--- src/rtl/global_vel_arbiter.sv ---
`default_nettype none
// ============================================================================
// Module   : global_vel_arbiter
// Purpose  : Shares one GLOBAL_VELOCITY transform unit (local->global
//            velocity) between two requesters. Round-robin arbitration,
//            operand capture, unit start, watchdog-bounded wait for the
//            unit's done edge, result return with a per-requester done
//            pulse. Requests with theta outside [0, 180.0 deg] are
//            rejected without firing the unit.
// Ports    : CLOCK_50 / RESET_InLow   clock, async active-low reset
//            REQn_In / OPSn_InBus     level request + {THETA,WZ,VY,VX}
//            ACKn_Out                 operands captured (1-cycle pulse)
//            DONEn_Out                result valid (1-cycle pulse)
//            RES_OutBus / ERR_OutBus  {WZ,VY,VX} / {range_err,timeout_err}
//            BUSY_Out                 high whenever not idle
//            GV_READY_Out / GV_OPS    start pulse + operands to unit
//            GV_DONE_In / GV_RES      done flag + result from unit
// Revision : 1.0 - initial release
// ============================================================================
module global_vel_arbiter #(
    parameter int N_WIDTH        = 17,
    parameter int TIMEOUT_CYCLES = 255
) (
    input  logic                 GLOBAL_VEL_ARBITER_CLOCK_50,
    input  logic                 GLOBAL_VEL_ARBITER_RESET_InLow,
    input  logic                 GLOBAL_VEL_ARBITER_REQ0_In,
    input  logic                 GLOBAL_VEL_ARBITER_REQ1_In,
    input  logic [4*N_WIDTH-1:0] GLOBAL_VEL_ARBITER_OPS0_InBus,
    input  logic [4*N_WIDTH-1:0] GLOBAL_VEL_ARBITER_OPS1_InBus,
    output logic                 GLOBAL_VEL_ARBITER_ACK0_Out,
    output logic                 GLOBAL_VEL_ARBITER_ACK1_Out,
    output logic                 GLOBAL_VEL_ARBITER_DONE0_Out,
    output logic                 GLOBAL_VEL_ARBITER_DONE1_Out,
    output logic [3*N_WIDTH-1:0] GLOBAL_VEL_ARBITER_RES_OutBus,
    output logic [1:0]           GLOBAL_VEL_ARBITER_ERR_OutBus,
    output logic                 GLOBAL_VEL_ARBITER_BUSY_Out,
    output logic                 GLOBAL_VEL_ARBITER_GV_READY_Out,
    output logic [4*N_WIDTH-1:0] GLOBAL_VEL_ARBITER_GV_OPS_OutBus,
    input  logic                 GLOBAL_VEL_ARBITER_GV_DONE_In,
    input  logic [3*N_WIDTH-1:0] GLOBAL_VEL_ARBITER_GV_RES_InBus
);

    // 180.0 degrees in U(N,8): integer part 180, eight fraction bits
    localparam logic [N_WIDTH-1:0] c_THETA_MAX = N_WIDTH'(180 * 256);
    localparam logic [7:0]         c_TIMEOUT   = 8'(TIMEOUT_CYCLES);

    typedef enum logic [2:0] {
        S_IDLE   = 3'd0,
        S_FIRE   = 3'd1,
        S_WAIT   = 3'd2,
        S_REJECT = 3'd3,
        S_RETURN = 3'd4
    } state_t;

    state_t                 r_state;
    logic                   r_grant;      // requester currently being served
    logic                   r_rr_ptr;     // preferred requester on contention
    logic [7:0]             r_timer;
    logic                   r_done_prev;
    logic                   r_ack0;
    logic                   r_ack1;
    logic                   r_done0;
    logic                   r_done1;
    logic                   r_busy;
    logic                   r_gv_ready;
    logic [4*N_WIDTH-1:0]   r_gv_ops;
    logic [3*N_WIDTH-1:0]   r_res;
    logic [1:0]             r_err;

    logic                   w_any_req;
    logic                   w_pick;
    logic [4*N_WIDTH-1:0]   w_sel_ops;
    logic [N_WIDTH-1:0]     w_theta;
    logic                   w_theta_ok;
    logic                   w_done_edge;
    logic                   w_timer_hit;

    assign w_any_req   = GLOBAL_VEL_ARBITER_REQ0_In | GLOBAL_VEL_ARBITER_REQ1_In;
    // Contention goes to the round-robin pointer; otherwise the lone requester wins
    assign w_pick      = (GLOBAL_VEL_ARBITER_REQ0_In & GLOBAL_VEL_ARBITER_REQ1_In)
                         ? r_rr_ptr : GLOBAL_VEL_ARBITER_REQ1_In;
    assign w_sel_ops   = w_pick ? GLOBAL_VEL_ARBITER_OPS1_InBus
                                : GLOBAL_VEL_ARBITER_OPS0_InBus;
    assign w_theta     = w_sel_ops[4*N_WIDTH-1:3*N_WIDTH];
    assign w_theta_ok  = !w_theta[N_WIDTH-1] && (w_theta <= c_THETA_MAX);
    // A done level already present when WAIT starts is stale; only a fresh
    // rising edge counts as completion
    assign w_done_edge = GLOBAL_VEL_ARBITER_GV_DONE_In & ~r_done_prev;
    assign w_timer_hit = (r_timer == c_TIMEOUT);

    always_ff @(posedge GLOBAL_VEL_ARBITER_CLOCK_50 or negedge GLOBAL_VEL_ARBITER_RESET_InLow) begin
        if (!GLOBAL_VEL_ARBITER_RESET_InLow) begin
            r_state     <= S_IDLE;
            r_grant     <= 1'b0;
            r_rr_ptr    <= 1'b0;
            r_timer     <= 8'd0;
            r_done_prev <= 1'b0;
            r_ack0      <= 1'b0;
            r_ack1      <= 1'b0;
            r_done0     <= 1'b0;
            r_done1     <= 1'b0;
            r_busy      <= 1'b0;
            r_gv_ready  <= 1'b0;
            r_gv_ops    <= '0;
            r_res       <= '0;
            r_err       <= 2'b00;
        end else begin
            // Edge history tracks the unit in every state
            r_done_prev <= GLOBAL_VEL_ARBITER_GV_DONE_In;
            r_ack0      <= 1'b0;
            r_ack1      <= 1'b0;
            r_done0     <= 1'b0;
            r_done1     <= 1'b0;
            r_gv_ready  <= 1'b0;

            case (r_state)
                S_IDLE: begin
                    if (w_any_req) begin
                        r_grant  <= w_pick;
                        r_gv_ops <= w_sel_ops;
                        r_busy   <= 1'b1;
                        r_ack0   <= ~w_pick;
                        r_ack1   <= w_pick;
                        if (w_theta_ok) begin
                            r_gv_ready <= 1'b1;
                            r_timer    <= 8'd0;
                            r_state    <= S_FIRE;
                        end else begin
                            r_state    <= S_REJECT;
                        end
                    end
                end

                S_FIRE: begin
                    r_timer <= 8'd0;
                    r_state <= S_WAIT;
                end

                S_WAIT: begin
                    if (w_done_edge) begin
                        // Completion takes priority over a coincident timeout
                        r_res   <= GLOBAL_VEL_ARBITER_GV_RES_InBus;
                        r_err   <= 2'b00;
                        r_done0 <= ~r_grant;
                        r_done1 <= r_grant;
                        r_state <= S_RETURN;
                    end else if (w_timer_hit) begin
                        r_res   <= '0;
                        r_err   <= 2'b01;
                        r_done0 <= ~r_grant;
                        r_done1 <= r_grant;
                        r_state <= S_RETURN;
                    end else if (r_timer != 8'hFF) begin
                        r_timer <= r_timer + 8'd1;
                    end
                end

                S_REJECT: begin
                    r_res   <= '0;
                    r_err   <= 2'b10;
                    r_done0 <= ~r_grant;
                    r_done1 <= r_grant;
                    r_state <= S_RETURN;
                end

                S_RETURN: begin
                    r_rr_ptr <= ~r_grant;
                    r_busy   <= 1'b0;
                    r_state  <= S_IDLE;
                end

                default: begin
                    r_busy  <= 1'b0;
                    r_state <= S_IDLE;
                end
            endcase
        end
    end

    assign GLOBAL_VEL_ARBITER_ACK0_Out      = r_ack0;
    assign GLOBAL_VEL_ARBITER_ACK1_Out      = r_ack1;
    assign GLOBAL_VEL_ARBITER_DONE0_Out     = r_done0;
    assign GLOBAL_VEL_ARBITER_DONE1_Out     = r_done1;
    assign GLOBAL_VEL_ARBITER_RES_OutBus    = r_res;
    assign GLOBAL_VEL_ARBITER_ERR_OutBus    = r_err;
    assign GLOBAL_VEL_ARBITER_BUSY_Out      = r_busy;
    assign GLOBAL_VEL_ARBITER_GV_READY_Out  = r_gv_ready;
    assign GLOBAL_VEL_ARBITER_GV_OPS_OutBus = r_gv_ops;

endmodule
`default_nettype wire

--- config.mk ---
export PLATFORM = sky130hd
export DESIGN_NAME = global_vel_arbiter
export DESIGN_NICKNAME = d
export VERILOG_FILES = /design/src/rtl/global_vel_arbiter.sv
export SDC_FILE = /design/constraint.sdc
export NUM_CORES = 1
export LEC_CHECK = 0
export CORE_MARGIN = 2
export CORE_UTILIZATION = 37
export CTS_BUF_LIST = sky130_fd_sc_hd__clkbuf_8
export CTS_CLUSTER_DIAMETER = 60
export DETAILED_ROUTE_END_ITERATION = 16
export PLACE_DENSITY = 0.9
export SLEW_MARGIN = 20
export SYNTH_ARGS = -nofsm -noshare
export SYNTH_HDL_FRONTEND = slang
export SYNTH_SLANG_ARGS = --single-unit
--- constraint.sdc ---
create_clock -name GLOBAL_VEL_ARBITER_CLOCK_50 -period 1.9 [get_ports GLOBAL_VEL_ARBITER_CLOCK_50]
set_clock_uncertainty 0.05 [all_clocks]
set_input_delay 0.475 -clock GLOBAL_VEL_ARBITER_CLOCK_50 [delete_from_list [all_inputs] [get_ports GLOBAL_VEL_ARBITER_CLOCK_50]]
set_output_delay 0.475 -clock GLOBAL_VEL_ARBITER_CLOCK_50 [all_outputs]
set_load 0.1 [all_outputs]
-- After elaboration in Yosys (flattened, before gate mapping)
Cells that the tools add are included.
- add/sub/neg operators: 1
- multipliers: 0
- divide/modulo/power cells: 0
- order comparisons: 1
- eq/ne operators: 12
- shift operators: 0
- mux-type cells: 34
- bitwise logic cells: 7
- reduce and logical (&&, ||, !) cells: 11
- operators by type and width (cell ; count):
    51-bit 2-to-1 mux ; 2
    51-bit one-hot mux with 2 select lines ; 1
    68-bit 2-to-1 mux ; 1
    8-bit 2-to-1 mux ; 5
    8-bit one-hot mux with 3 select lines ; 1
    17-bit by 16-bit less-or-equal comparator with 1-bit output (second input constant) ; 1
    1-bit 2-to-1 mux ; 13
    3-bit one-hot mux with 4 select lines ; 1
    2-bit != test (second input constant) ; 5
    3-bit 2-to-1 mux ; 3
    8-bit by 1-bit adder with 8-bit output (second input constant) ; 1
    8-bit == test (second input constant) ; 1
    8-bit != test (second input constant) ; 1
    2-bit AND reduction ; 4
    3-bit by 2-bit == test with 1-bit output (second input constant) ; 2
    2-bit 2-to-1 mux ; 3
    1-bit one-hot mux with 2 select lines ; 3
    6-bit AND reduction ; 1
    1-bit NOT ; 4
    2-bit one-hot mux with 2 select lines ; 1
    3-bit by 1-bit == test with 1-bit output (second input constant) ; 1
    3-bit == test (second input constant) ; 1
    3-bit zero test ; 1
    3-bit != test (second input constant) ; 1
    other kinds (7) ; 8
- bits in registers: 141
- latch bits: 0
- RAM bits: 0
- ROM bits: 0
- word-level logic and storage cells: 80
- memories: 0

-- Longest topological paths before layout
Gate-level depths: netlist of run 1.
- word-level depth: 8
- mapped depth: 8
- depth with buffers taken out: 6

-- Worst setup path before layout of run 1
Ideal clock, no wire load.
- kind: input -> register
- start point: input port GLOBAL_VEL_ARBITER_OPS1_InBus[65]
- end point: register r_timer[1]
- setup time: 0.079 ns
- data arrival time: 1.864 ns
- slack: -0.093 ns
- stages: 5
- buffers on the path: 0
- cell sequence: or4_1 > nor4_2 > o32ai_2 > a21boi_4 > mux2i_1
- cells in the longest elaborated chain, start to end: 5
- RTL lines (item ; RTL line ; RTL):
    start, declared ; 29 ; input logic [4*N_WIDTH-1:0] GLOBAL_VEL_ARBITER_OPS1_InBus,
    68-bit 2-to-1 mux ; 82 ; assign w_sel_ops = w_pick ? GLOBAL_VEL_ARBITER_OPS1_InBus
    17-bit by 16-bit less-or-equal comparator with 1-bit output ; 85 ; assign w_theta_ok = !w_theta[N_WIDTH-1] && (w_theta <= c_THETA_MAX);
    1-bit logical AND ; 85 ;
    2-bit != test (no line) ; -- ;
    6-bit AND reduction (no line) ; -- ;
    end signal, assigned ; 154 ; r_timer <= r_timer + 8'd1;
    end, declared ; 58 ; logic [7:0] r_timer;
No other way between the ends.
A chain may end at the register's enable or synchronous reset.

-- Final worst setup path of run 1
- start point: input port GLOBAL_VEL_ARBITER_OPS1_InBus[56]
- end point: register r_timer[1]
Same word-level chain as after synthesis.

==> flow_summary.yaml, run 1 <==
sta:
  clock.fmax_ghz: 0.5279
  tightest_slew_ps: 508.3
  post-route-min-period_ps: 1894
  slew_viol_final: 0
  finalHoldViolCount: 0
  rsz0062_at_grt: "yes"
  setup_viol: 0
  timing.hold.ws_ps: 233.1
  max_slew_margin_pct: 66.12
  post-route-period-util_pct: 99.70
clocking:
  htree_num_levels: 4
  tritoncts: "done"
  ctsLongestPathBuffers: 2
  clock_sinks: 141
  root_buffer: "clkbuf_8"
  clk_latency_ps: 430
  clkTransAtPathRegs_ps: 80
  numCtsBuffers: 17
yosys:
  synth-edff-count: 0
  synthesis.nets: 776
  synth_most_common_cell: "dfrtp_1"
  ys_warn_count: 0
  synth.distinct_cells: 48
  syn_area_um2: 5958
  ys_ff_latch: 141
  synth_area_leaders: "dfrtp_1 (59%), nand2_1 (7.7%), a22o_1 (7.5%), a31oi_1 (5.2%), nor2_1 (3.6%)"
  ys_seq_area_share_pct: 59.22
  synthFlopType: "dfrtp_1"
  syn-mean-instance-area_um2: 10.22
  synth_async_sr_flop_share_pct: 100.0
  synth_top_cells_by_count: "dfrtp_1 (141), nand2_1 (123), nor2_1 (57)"
  synth_top_area_share_pct: 59.22
  netlist_instances: 583
  yosys.area.top_type: "dfrtp_1"
placement:
  finalWeightedCongestion: 0.8460
  place_area_um2: 11040
  io_buffers: 318
  dp_hpwl_mm: 16.96
detailed_routing:
  drtIter0Drc: 389
  route.detailed.drc: 0
  routed_wl_mm: 22.07
  detail-route-antenna-nets: 0
  via_per_inst: 5.259
  routedWlPerCell_um: 19.03
  vias: 6101
  drt_pre_antenna_iters: 5
global_routing:
  use_met3_pct: 7.451
  grt_pass1_wl_mm: 32.99
  track_usage_pct: 25.50
  met1_usage_pct: 28.27
  gr-usage-met2_pct: 44.98
  grt_overflow: 0
  grt_max_degree: 52
  first_global_vias: 6362
  busiest_layer: "met2"
  antenna_found_initial: 2
critical_path:
  endpoint_kind: "register"
  cp-start-kind: "input port"
  required_ps: 2210
  worstReg2RegEnd: "r_timer[1]$_DFFE_PN0P_"
  r2r_cells: 6
  worstReg2RegStart: "r_timer[1]$_DFFE_PN0P_"
  cp_max_fo: 8
  critPathArrivalTime_ps: 2200
  path_class: "in2reg"
  r2r_slack_ps: 40
  endpoint: "r_timer[1]$_DFFE_PN0P_"
  setup.worst_path.start: "GLOBAL_VEL_ARBITER_OPS1_InBus[56]"
die:
  die_h_um: 130.9
  coreArea_um2: 15830
  io_pins: 319
  start_util_pct: 37.64
  die_x_um: 130.9
  die-area_um2: 17130
  fp-row-count: 46
job:
  cap_violations: 0
finish:
  fin_nets: 1122
  design_area_um2: 11630
  layout-drive-gt1-share_pct: 25.48
  syn_to_final_growth_pct: 95.27
  fin_util_pct: 73.51
status:
  status: "finished clean"
hold_path:
  hold_path_class: "in2reg"
## how the worst min path moves through the flow
| stage | from | to | slack, ps | cells after the start |
|---|---|---|---|---|
| 3_3_place_gp | GLOBAL_VEL_ARBITER_RESET_InLow | GLOBAL_VEL_ARBITER_RES_OutBus[15]$_DFFE_PN0P_ | 410 | 1 |
| 5_1_grt | GLOBAL_VEL_ARBITER_OPS1_InBus[54] | GLOBAL_VEL_ARBITER_GV_OPS_OutBus[54]$_DFFE_PN0P_ | 260 | 3 |
| 2_1_floorplan | GLOBAL_VEL_ARBITER_RESET_InLow | GLOBAL_VEL_ARBITER_ACK0_Out$_DFF_PN0_ | 130 | 0 |
| 6_report | GLOBAL_VEL_ARBITER_OPS1_InBus[54] | GLOBAL_VEL_ARBITER_GV_OPS_OutBus[54]$_DFFE_PN0P_ | 230 | 3 |
| 4_1_cts | GLOBAL_VEL_ARBITER_OPS1_InBus[52] | GLOBAL_VEL_ARBITER_GV_OPS_OutBus[52]$_DFFE_PN0P_ | 310 | 3 |
| 3_5_place_dp | GLOBAL_VEL_ARBITER_RESET_InLow | GLOBAL_VEL_ARBITER_RES_OutBus[21]$_DFFE_PN0P_ | 410 | 1 |
## routing by layer
| layer | wire length, um | share of wire (%) |
|---|---|---|
| met1 | 7874 | 36 |
| met2 | 11570 | 52 |
| met3 | 1852 | 8.4 |
| met4 | 769 | 3.5 |
| met5 | 0 | 0 |
## cell type report
class / instances / area, um2
timing repair buffer: 367 / 4952
inverter: 11 / 41.29
fill: 1049 / 4193
clock buffer: 21 / 289.0
sequential: 141 / 3528
tap: 216 / 270.3
antenna: 2 / 5.005
multi-input combinational: 391 / 2337
clock inverter: 11 / 211.5
## cells by family (layout without fill, tap and decap cells)
logic type | Yosys count | in the layout | synth area share [%]
buf+inv | 51 | 410 | 3.591
compound gates | 171 | 171 | 20.75
flops | 141 | 141 | 59.22
mux | 2 | 2 | 0.3360
other cells | 0 | 2 | 0
simple gates | 217 | 217 | 15.90
fa+ha+maj | 1 | 1 | 0.2100
## flip-flops by register name (all words and copies together), names as in the netlist
| name | cells |
|---|---|
| GLOBAL_VEL_ARBITER_ERR_OutBus | 2 |
| GLOBAL_VEL_ARBITER_ACK1_Out | 1 |
| r_state | 3 |
| r_rr_ptr | 1 |
| GLOBAL_VEL_ARBITER_DONE1_Out | 1 |
| r_done_prev | 1 |
| GLOBAL_VEL_ARBITER_GV_READY_Out | 1 |
| GLOBAL_VEL_ARBITER_BUSY_Out | 1 |
| GLOBAL_VEL_ARBITER_RES_OutBus | 51 |
| GLOBAL_VEL_ARBITER_ACK0_Out | 1 |
| GLOBAL_VEL_ARBITER_DONE0_Out | 1 |
| GLOBAL_VEL_ARBITER_GV_OPS_OutBus | 68 |
| r_grant | 1 |
| r_timer | 8 |
## per-stage QoR
| stage | setup slack [ps] | cells | setup TNS [ps] |
|---|---|---|---|
| floorplan | -79.04 | 583 | -407.2 |
| global placement | -682.1 | 1121 | -25140 |
| detailed placement | -752.6 | 1121 | -31770 |
| CTS | 5.937 | 1156 | 0 |
| global route | -49.42 | 1159 | -156.9 |
| finish | 5.634 | 1160 | 0 |
## critical path: stages
cell	delay, ps
clkdlybuf4s15_1	230
or4_4	520
nor4_4	340
o32ai_4	160
a21boi_4	270
mux2i_1	210
## cells in the final DEF (no fill, tap or decap), types with 5 or more instances in the layout
| master | Yosys | final |
|---|---|---|
| clkdlybuf4s50_1 | 0 | 164 |
| dfrtp_1 | 141 | 141 |
| buf_12 | 0 | 139 |
| nand2_1 | 123 | 123 |
| nor2_1 | 57 | 56 |
| a22o_1 | 51 | 51 |
| a31oi_1 | 50 | 50 |
| buf_4 | 0 | 35 |
| o21ai_0 | 27 | 25 |
| a22oi_1 | 21 | 21 |
| clkbuf_8 | 0 | 21 |
| dlygate4sd2_1 | 0 | 13 |
| inv_1 | 10 | 11 |
| clkdlybuf4s15_1 | 0 | 8 |
| bufinv_16 | 0 | 6 |
| a21oi_1 | 6 | 5 |
## repair_timing
| action | in CTS | in global routing |
|---|---|---|
| setup endpoints to repair | 10 | 61 |
| hold endpoints to repair | 44 | 0 |
| hold buffers | 1 | 0 |
| pin swaps | 13 | 13 |
| setup buffers | 2 | 2 |
| resized for setup | 42 | 16 |
Power of run 1 is not shown: default switching activity piles up to over one toggle a cycle in this logic, so the estimate is an artifact.
==> run 2: changes to the inputs <==
ABC_AREA = 1   (was default)
PLACE_DENSITY = 0.89   (was 0.9)
TNS_END_PERCENT = 1   (was default)
==> flow_summary.yaml, run 2 <==
clocking:
  ctsLongestPathBuffers: 2
  clock_sinks: 141
  clk_latency_ps: 450
  numCtsBuffers: 17
  root_buffer: "clkbuf_8"
  clkTransAtPathRegs_ps: 90
  tritoncts: "done"
  htree_num_levels: 4
job:
  cap_violations: 0
sta:
  timing.hold.ws_ps: 432.8
  max_slew_margin_pct: 72.84
  setup_viol: 13
  clock.fmax_ghz: 0.5150
  setup_slack_ps: -41.82
  tightest_slew_ps: 407.3
  fin_setup_tns_ps: -223.8
  post-route-period-util_pct: 102.2
  finalHoldViolCount: 0
  post-route-min-period_ps: 1942
  slew_viol_final: 0
  rsz0062_at_grt: "yes"
global_routing:
  track_usage_pct: 27.07
  grt_max_degree: 53
  grt_pass1_wl_mm: 36.46
  antenna_found_initial: 1
  grt_overflow: 0
  first_global_vias: 6574
yosys:
  synthFlopType: "dfrtp_1"
  netlist_instances: 660
  ys_seq_area_share_pct: 58.22
  synthesis.nets: 853
  synth-edff-count: 0
  ys_warn_count: 0
  synth_most_common_cell: "nand2_1"
  syn-mean-instance-area_um2: 9.183
  ys_ff_latch: 141
  syn_area_um2: 6061
  yosys.area.top_type: "dfrtp_1"
  synth_area_leaders: "dfrtp_1 (58%), nand2_1 (13%), a22o_1 (7.4%), o21ai_0 (5.8%), nor2_1 (3.7%)"
  synth_async_sr_flop_share_pct: 100.0
  synth_top_cells_by_count: "nand2_1 (203), dfrtp_1 (141), o21ai_0 (70)"
  synth.distinct_cells: 35
  synth_top_area_share_pct: 58.22
die:
  coreArea_um2: 15940
  die-area_um2: 17420
  io_pins: 319
  die_h_um: 132.0
  die_x_um: 132.0
  start_util_pct: 38.02
  fp-row-count: 46
detailed_routing:
  drtIter0Drc: 357
  routed_wl_mm: 23.58
  vias: 6384
  via_per_inst: 5.083
  drt_pre_antenna_iters: 5
  routedWlPerCell_um: 18.77
  detail-route-antenna-nets: 0
  route.detailed.drc: 0
finish:
  fin_util_pct: 74.51
  fillers: 1015
  largest_register_ffs: 68
  fin_nets: 1219
  layout-drive-gt1-share_pct: 25.41
  final_cell_mix: "nand2_1 (195), clkdlybuf4s50_1 (188), dfrtp_1 (141)"
  final_common_cell: "nand2_1"
  syn_to_final_growth_pct: 96.00
critical_path:
  crit_top_cell: "nor2_4"
  required_ps: 2180
  critPathArrivalTime_ps: 2230
  worstReg2RegStart: "r_timer[0]$_DFFE_PN0P_"
  worstReg2RegEnd: "GLOBAL_VEL_ARBITER_RES_OutBus[13]$_DFFE_PN0P_"
  cpMaxStageDelayCell: "dfrtp_1"
  crit_chain: "ha_2 > nand2_2 > nor2_4 > nand3_4 > nor2_4 > inv_2 > a21oi_4 > buf_6 > nor2_4 > clkbuf_16 > a22o_1"
  r2r_cells: 11
  cp-start-kind: "register"
  critPathMaxStageDelay_ps: 370
  cp_top_family: "simple AND/OR/NAND/NOR gates"
  endpoint_kind: "register"
  path_buf_inv: 3
  path_class: "reg2reg"
  cp_max_fo: 10
  r2r_slack_ps: -40
placement:
  dp_hpwl_mm: 17.46
  place_ws_ps: -547.6
  finalWeightedCongestion: 0.8327
  io_buffers: 318
power:
  power_density_nw_per_um2: 2143
  irDropWorstVdd_mv: 1.285
  power_mw: 25.46
  cellLeakagePower_nw: 5.491
hold_path:
  hold_path_class: "reg2reg"
  min_to: "GLOBAL_VEL_ARBITER_DONE0_Out$_DFF_PN0_"
  whs_path_depth: 1
  hp-start: "r_grant$_DFFE_PN0P_"
status:
  violations: "setup timing"
  status: "complete, but fails checks"
run 2: changes by cell type in the layout (fill, tap and decap cells not counted), sizes merged, moves of 9 or more:
cell	before	now
a22oi	21	0
a31oi	50	0
buf	176	187
clkdlybuf4s15	9	0
clkdlybuf4s50	164	188
dlygate4sd2	13	0
inv	12	29
nand2	123	207
nand3	3	47
o21ai	28	72
run 2: timing repair:
action                                  4_1_cts  5_1_grt
pin swaps                                     4       18
hold buffers                                  1        0
endpoints found under the setup margin        9       92
resized for setup                            11       31
endpoints found under the hold margin        32        0
gates cloned                                  2        5
buffers inserted                              4        4
run 2: power breakdown:
part           total [mW]  internal (mW)  switching (mW)
Combinational        17.5           6.30            11.2
Sequential           5.50           4.20            1.30
Clock                2.47           1.18            1.29
run 2: worst register-to-register path: stages, from the launching register on:
cell and delay (ps):
dfrtp_1 370, ha_2 190, nand2_2 70, nor2_4 120, nand3_4 90, nor2_4 120
inv_2 70, a21oi_4 150, buf_6 120, nor2_4 70, clkbuf_16 190, a22o_1 220
run 2: layout make-up:
type	count	area [um2]	share of cell area (%)
Inverter	24	90.09	0.7584
Timing Repair Buffer	382	5185	43.65
Clock buffer	17	234.0	1.970
Multi-Input combinational cell	460	2406	20.25
Sequential cell	141	3528	29.70
Clock inverter	15	162.7	1.369
Antenna cell	1	2.502	0.02107
Tap cell	216	270.3	2.275
run 2: metal layers:
metal	part of all wire (%)	vias to the layer above	global-route usage, %
met1	36	3065	31.06
met5	0	-	0
met4	3.3	0	11.11
met2	52	349	47.05
li1	-	2924	-
met3	9.0	46	8.266
run 2: through the flow:
stage | std cells | instance area [um2]
3_5_place_dp | 1207 | 11120
2_1_floorplan | 660 | 6061
5_1_grt | 1256 | 11880
3_3_place_gp | 1207 | 11120
6_report | 1256 | 11880
4_1_cts | 1246 | 11660
run 2: cell families after synthesis:
| kind of cell | after synthesis | share of synthesized area [%] |
|---|---|---|
| DFF | 141 | 58.22 |
| adders and majority gates | 1 | 0.2064 |
| AOI/OAI and AO/OA | 131 | 14.39 |
| xor gates and xnor gates | 5 | 0.7227 |
| and+or+nand+nor | 322 | 22.17 |
| buffers and inverters | 60 | 4.294 |
run 2: worst max path at each step:
stage,start,to,slack [ps],cells past startpoint
finish,r_timer[0]$_DFFE_PN0P_,GLOBAL_VEL_ARBITER_RES_OutBus[13]$_DFFE_PN0P_,-40,11
global placement,GLOBAL_VEL_ARBITER_REQ0_In,r_timer[4]$_DFFE_PN0P_,-450,14
floorplan,r_timer[0]$_DFFE_PN0P_,GLOBAL_VEL_ARBITER_RES_OutBus[0]$_DFFE_PN0P_,90,10
CTS,r_timer[0]$_DFFE_PN0P_,GLOBAL_VEL_ARBITER_RES_OutBus[43]$_DFFE_PN0P_,-20,11
detailed placement,GLOBAL_VEL_ARBITER_REQ0_In,r_timer[3]$_DFFE_PN0P_,-550,14
global route,r_rr_ptr$_DFFE_PN0N_,r_timer[5]$_DFFE_PN0P_,-150,14
(Power assumes the default switching activity.)
==> edit 1 (config.mk and constraints of run 1) <==
The 5 states of `state_t` get a Gray code encoding in 3 bits.
--- a/src/rtl/global_vel_arbiter.sv
+++ b/src/rtl/global_vel_arbiter.sv
@@ -47,7 +47,7 @@
     typedef enum logic [2:0] {
-        S_IDLE   = 3'd0,
-        S_FIRE   = 3'd1,
-        S_WAIT   = 3'd2,
-        S_REJECT = 3'd3,
-        S_RETURN = 3'd4
+        S_IDLE   = 3'b000,
+        S_FIRE   = 3'b001,
+        S_WAIT   = 3'b011,
+        S_REJECT = 3'b010,
+        S_RETURN = 3'b110
     } state_t;
Function: same outputs for any inputs over 4 cycles, from zero or initial values and one cycle with GLOBAL_VEL_ARBITER_RESET_InLow low; so few cycles prove little.
==> edit 1 against run 1 <==
  * The run now ends with negative setup slack left
  * First-iteration DRC count increased by 10%
  * Final area shrank 0.32%
  * Area after synthesis shrank 0.19%
  * Sequential cell count did not move
  * Non-clock buffer count rose by 10
  * Routed wire length grew 9.4%
  * Worst setup slack got worse by 0.018 ns
  * Hold slack better by 0.15 ns
  * Highest routed layer unchanged
==> edit 1: results (changes against run 1) <==
{| class="wikitable"
! Metric !! Value
|-
| Synth cell count leaders || sky130_fd_sc_hd__dfrtp_1 (141), sky130_fd_sc_hd__nand2_1 (129), sky130_fd_sc_hd__a22o_1 (51), sky130_fd_sc_hd__a32oi_1 (51), sky130_fd_sc_hd__o21ai_0 (26) (was sky130_fd_sc_hd__dfrtp_1 (141), sky130_fd_sc_hd__nand2_1 (123), sky130_fd_sc_hd__nor2_1 (57))
|-
| Synthesized Nets || 730 (was 776)
|-
| Placement Setup Slack || -0.5492 ns (was -0.7526 ns)
|-
| Reg-to-reg critical path endpoint || GLOBAL_VEL_ARBITER_RES_OutBus[39]$_DFFE_PN0P_ (was r_timer[1]$_DFFE_PN0P_)
|-
| Count of final setup violators || 1 (was 0)
|-
| Total placed cells including tap cells || 1082 (was 1121)
|-
| Per-cell routed wire length || 21.52 um (was 19.03 um)
|-
| Source of the critical timing path || GLOBAL_VEL_ARBITER_REQ1_In (was GLOBAL_VEL_ARBITER_OPS1_InBus[56])
|-
| Cells taking the most area after synthesis || sky130_fd_sc_hd__dfrtp_1 (59%), sky130_fd_sc_hd__nand2_1 (8.1%), sky130_fd_sc_hd__a22o_1 (7.5%), sky130_fd_sc_hd__a32oi_1 (7.5%), sky130_fd_sc_hd__mux2i_1 (2.7%) (was sky130_fd_sc_hd__dfrtp_1 (59%), sky130_fd_sc_hd__nand2_1 (7.7%), sky130_fd_sc_hd__a22o_1 (7.5%), sky130_fd_sc_hd__a31oi_1 (5.2%), sky130_fd_sc_hd__nor2_1 (3.6%))
|-
| Kind of cell adding the most delay to the critical path || buffers and inverters (was simple AND/OR/NAND/NOR gates)
|-
| Run status || finished with violations (was finished clean)
|-
| Worst Path Max Fanout || 40 (was 8)
|-
| Slowest CP cell || sky130_fd_sc_hd__clkdlybuf4s50_1 (was sky130_fd_sc_hd__or4_4)
|-
| DR vias/cell || 5.410 (was 5.259)
|-
| Initial antenna violation count || 5 (was 2)
|-
| 1st-iter DRT viols || 429 (was 389)
|-
| Vias in the first global route || 6229 (was 6362)
|-
| Placement Cell Area || 11020 um2 (was 11040 um2)
|-
| Violations in the final reports || negative setup slack
|-
| All-layer global routing usage || 26.24% (was 25.50%)
|-
| HPWL after DPL || 17.41 mm (was 16.96 mm)
|-
| Number of standard cells after synthesis || 537 (was 583)
|-
| Worst reg-to-reg setup slack || 0.11 ns (was 0.04 ns)
|-
| Share of layout cells above drive strength 1 || 25.86% (was 25.48%)
|-
| WHS Endpoint || GLOBAL_VEL_ARBITER_GV_OPS_OutBus[51]$_DFFE_PN0P_ (was GLOBAL_VEL_ARBITER_GV_OPS_OutBus[54]$_DFFE_PN0P_)
|-
| Final weighted congestion of routability-driven global placement || 0.9083 (was 0.8460)
|-
| Setup ws final || -0.01234 ns (was 0.005634 ns)
|}
edit 1: cells by family after synthesis:
logic type                 share of synthesized area (%)
AOI/OAI and AO/OA                                  20.53
and+or+nand+nor                                    12.67
buffers and inverters                              4.565
DFF                                                59.33
adders and majority gates                         0.2104
muxes                                              2.693
edit 1: area by class of cell:
cell class	count	area, um2
multi-input cells	342	2240
flip-flops and latches	141	3528
clock inverters	14	192.7
clock buffers	18	247.7
fillers	1008	4173
inverters	9	33.78
diodes	5	12.51
repair buffers	377	5072
well taps	216	270.3
edit 1: worst min-delay path, stage by stage:
cell                             delay (ns)
sky130_fd_sc_hd__dlymetal6s2s_1        0.12
sky130_fd_sc_hd__mux2i_1               0.09
sky130_fd_sc_hd__o21ai_0               0.14
edit 1: power breakdown:
group | internal, mW | switching, mW | leakage, nW
combinational | 5.24 | 9.79 | 3.21
sequential | 4.05 | 1.20 | 1.83
clock | 1.47 | 1.27 | 0.209
total | 10.8 | 12.3 | 5.25
edit 1: layer usage:
metal / vias to the layer above / GRT usage, % / routed length [um] / part of all wire [%]
li1: 2693 / - / - / -
met2: 342 / 45.07 / 12260 / 51
met4: 0 / 13.58 / 1022 / 4.2
met5: - / 0 / 0 / 0
met1: 2968 / 28.22 / 8655 / 36
met3: 67 / 10.06 / 2208 / 9.1
edit 1: timing repair:
action | 4_1_cts | 5_1_grt
hold endpoints to repair | 23 | 0
gates cloned | 0 | 1
resized for setup | 7 | 14
pin swaps | 1 | 5
hold buffers | 1 | 0
endpoints found under the setup margin | 45 | 92
setup buffers | 0 | 1
edit 1: through the flow:
step / hold slack, ns / TNS (ns)
final: 0.3812 / -0.01234
after detailed placement: 0.3156 / -40.89
after global routing: 0.3681 / -0.02026
after floorplan: 0.1294 / 0
after CTS: 0.3875 / 0
after global placement: 0.3094 / -34.65
==> edit 2 (settings of run 1) <==
Made on the original files. Set the parameter `N_WIDTH` to 13 (it was 17).
--- a/src/rtl/global_vel_arbiter.sv
+++ b/src/rtl/global_vel_arbiter.sv
@@ -20,3 +20,3 @@
 module global_vel_arbiter #(
-    parameter int N_WIDTH        = 17,
+    parameter int N_WIDTH        = 13,
     parameter int TIMEOUT_CYCLES = 255
Ports: changed (5 resized); port bits go from 319 to 247. No check against the original RTL was run, so the function may have changed too.
==> edit 2 against run 1 <==
  * Critical endpoint is now GLOBAL_VEL_ARBITER_RES_OutBus[29]$_DFFE_PN0P_
  * Die area fell by 20%
  * Worst setup slack gained 0.039 ns
  * Area after synthesis shrank 21%
  * Routed wire length is 27% lower
  * Global-route usage shrank 1.9 points
  * Largest cell class unchanged
  * Sequential cell count fell by 28
  * Final area shrank 23%
Power is not shown: default switching activity piles up to over one toggle a cycle in this logic, so the estimate is an artifact.
==> edit 2: results (changes against run 1) <==
{| class="wikitable"
! Metric !! Value
|-
| Launching point of the worst reg2reg path || r_timer[0]$_DFFE_PN0P_ (was r_timer[1]$_DFFE_PN0P_)
|-
| Number of resized instances in the post-cts repair step || 0 (was 42)
|-
| Kind of cell adding the most delay to the critical path || compound AO/OA/AOI/OAI gates (was simple AND/OR/NAND/NOR gates)
|-
| Initial antenna violation count || 0 (was 2)
|-
| Total via count after detailed routing || 4684 (was 6101)
|-
| IO Port Bufs || 246 (was 318)
|-
| Run status || finished clean (unchanged)
|-
| Pin slew with the least headroom to its limit || 0.4425 ns (was 0.5083 ns)
|-
| Highest cell delay on the worst timing path || 0.46 ns (was 0.52 ns)
|-
| Met3 routing resource usage after global routing || 9.166% (was 7.451%)
|-
| Final-stage net count || 850 (was 1122)
|-
| Met1 Resource Use GR || 24.67% (was 28.27%)
|-
| Synth cell count leaders || sky130_fd_sc_hd__dfrtp_1 (113), sky130_fd_sc_hd__nand2_1 (109), sky130_fd_sc_hd__a22o_1 (40) (was sky130_fd_sc_hd__dfrtp_1 (141), sky130_fd_sc_hd__nand2_1 (123), sky130_fd_sc_hd__nor2_1 (57))
|-
| Detailed-routing iteration count for the pre-antenna-repair pass || 4 (was 5)
|-
| Fraction of met2 tracks used by global routing || 42.77% (was 44.98%)
|-
| Synthesized Nets || 594 (was 776)
|-
| HPWL after DPL || 12.16 mm (was 16.96 mm)
|-
| Final weighted congestion of routability-driven global placement || 0.8537 (was 0.8460)
|-
| 1st-iter DRT viols || 311 (was 389)
|-
| Number of buffers added for setup after CTS || 0 (was 2)
|-
| Count of distinct cell types in the synthesized netlist || 45 (was 48)
|-
| Startpoint types || flip-flop (was primary input)
|-
| Met2 WL post-DR || 8.511 mm (was 11.57 mm)
|-
| Slowest CP cell || sky130_fd_sc_hd__dfrtp_1 (was sky130_fd_sc_hd__or4_4)
|-
| Share of layout cells above drive strength 1 || 21.74% (was 25.48%)
|-
| Antenna diode instance count || 0 (was 2)
|-
| Largest register FFs || 52 (was 68)
|}
edit 2: logic make-up after synthesis:
| kind of cell | count (synthesis) | share of synthesized area, % |
|---|---|---|
| AOI/OAI and AO/OA | 120 | 20.42 |
| adders and majority gates | 1 | 0.2645 |
| buffers and inverters | 45 | 4.312 |
| DFF | 113 | 59.79 |
| muxes | 2 | 0.4233 |
| and+or+nand+nor | 164 | 14.79 |
edit 2: cell type report:
cell class,count,area [um2]
multi-input cells,287,1714
flip-flops and latches,113,2828
clock buffers,18,247.7
inverters,12,45.04
well taps,172,215.2
repair buffers,270,3750
fillers,832,3661
clock inverters,13,107.6
edit 2: worst paths after layout:
| path | end | cells past startpoint |
|---|---|---|
| max in group asynchronous | GLOBAL_VEL_ARBITER_GV_OPS_OutBus[46]$_DFFE_PN0P_ | 3 |
| max reg2reg | GLOBAL_VEL_ARBITER_RES_OutBus[29]$_DFFE_PN0P_ | 6 |
| max | GLOBAL_VEL_ARBITER_RES_OutBus[29]$_DFFE_PN0P_ | 6 |
| min | GLOBAL_VEL_ARBITER_DONE0_Out$_DFF_PN0_ | 1 |
| min reg2reg | GLOBAL_VEL_ARBITER_DONE0_Out$_DFF_PN0_ | 1 |
| min in group asynchronous | GLOBAL_VEL_ARBITER_DONE1_Out$_DFF_PN0_ | 2 |
edit 2: through the flow:
stage	cell area, um2	worst slack, ns	hold WS (ns)	cells	utilization (%)
2_1_floorplan	4730	0.1823	0.1294	445	-
3_3_place_gp	8533	-0.1346	0.3711	853	67.89
3_5_place_dp	8533	-0.2328	0.3710	853	67.89
4_1_cts	8899	0.02427	0.4540	885	70.80
5_1_grt	8907	-0.01192	0.4731	885	70.87
6_report	8907	0.04500	0.4542	885	70.87
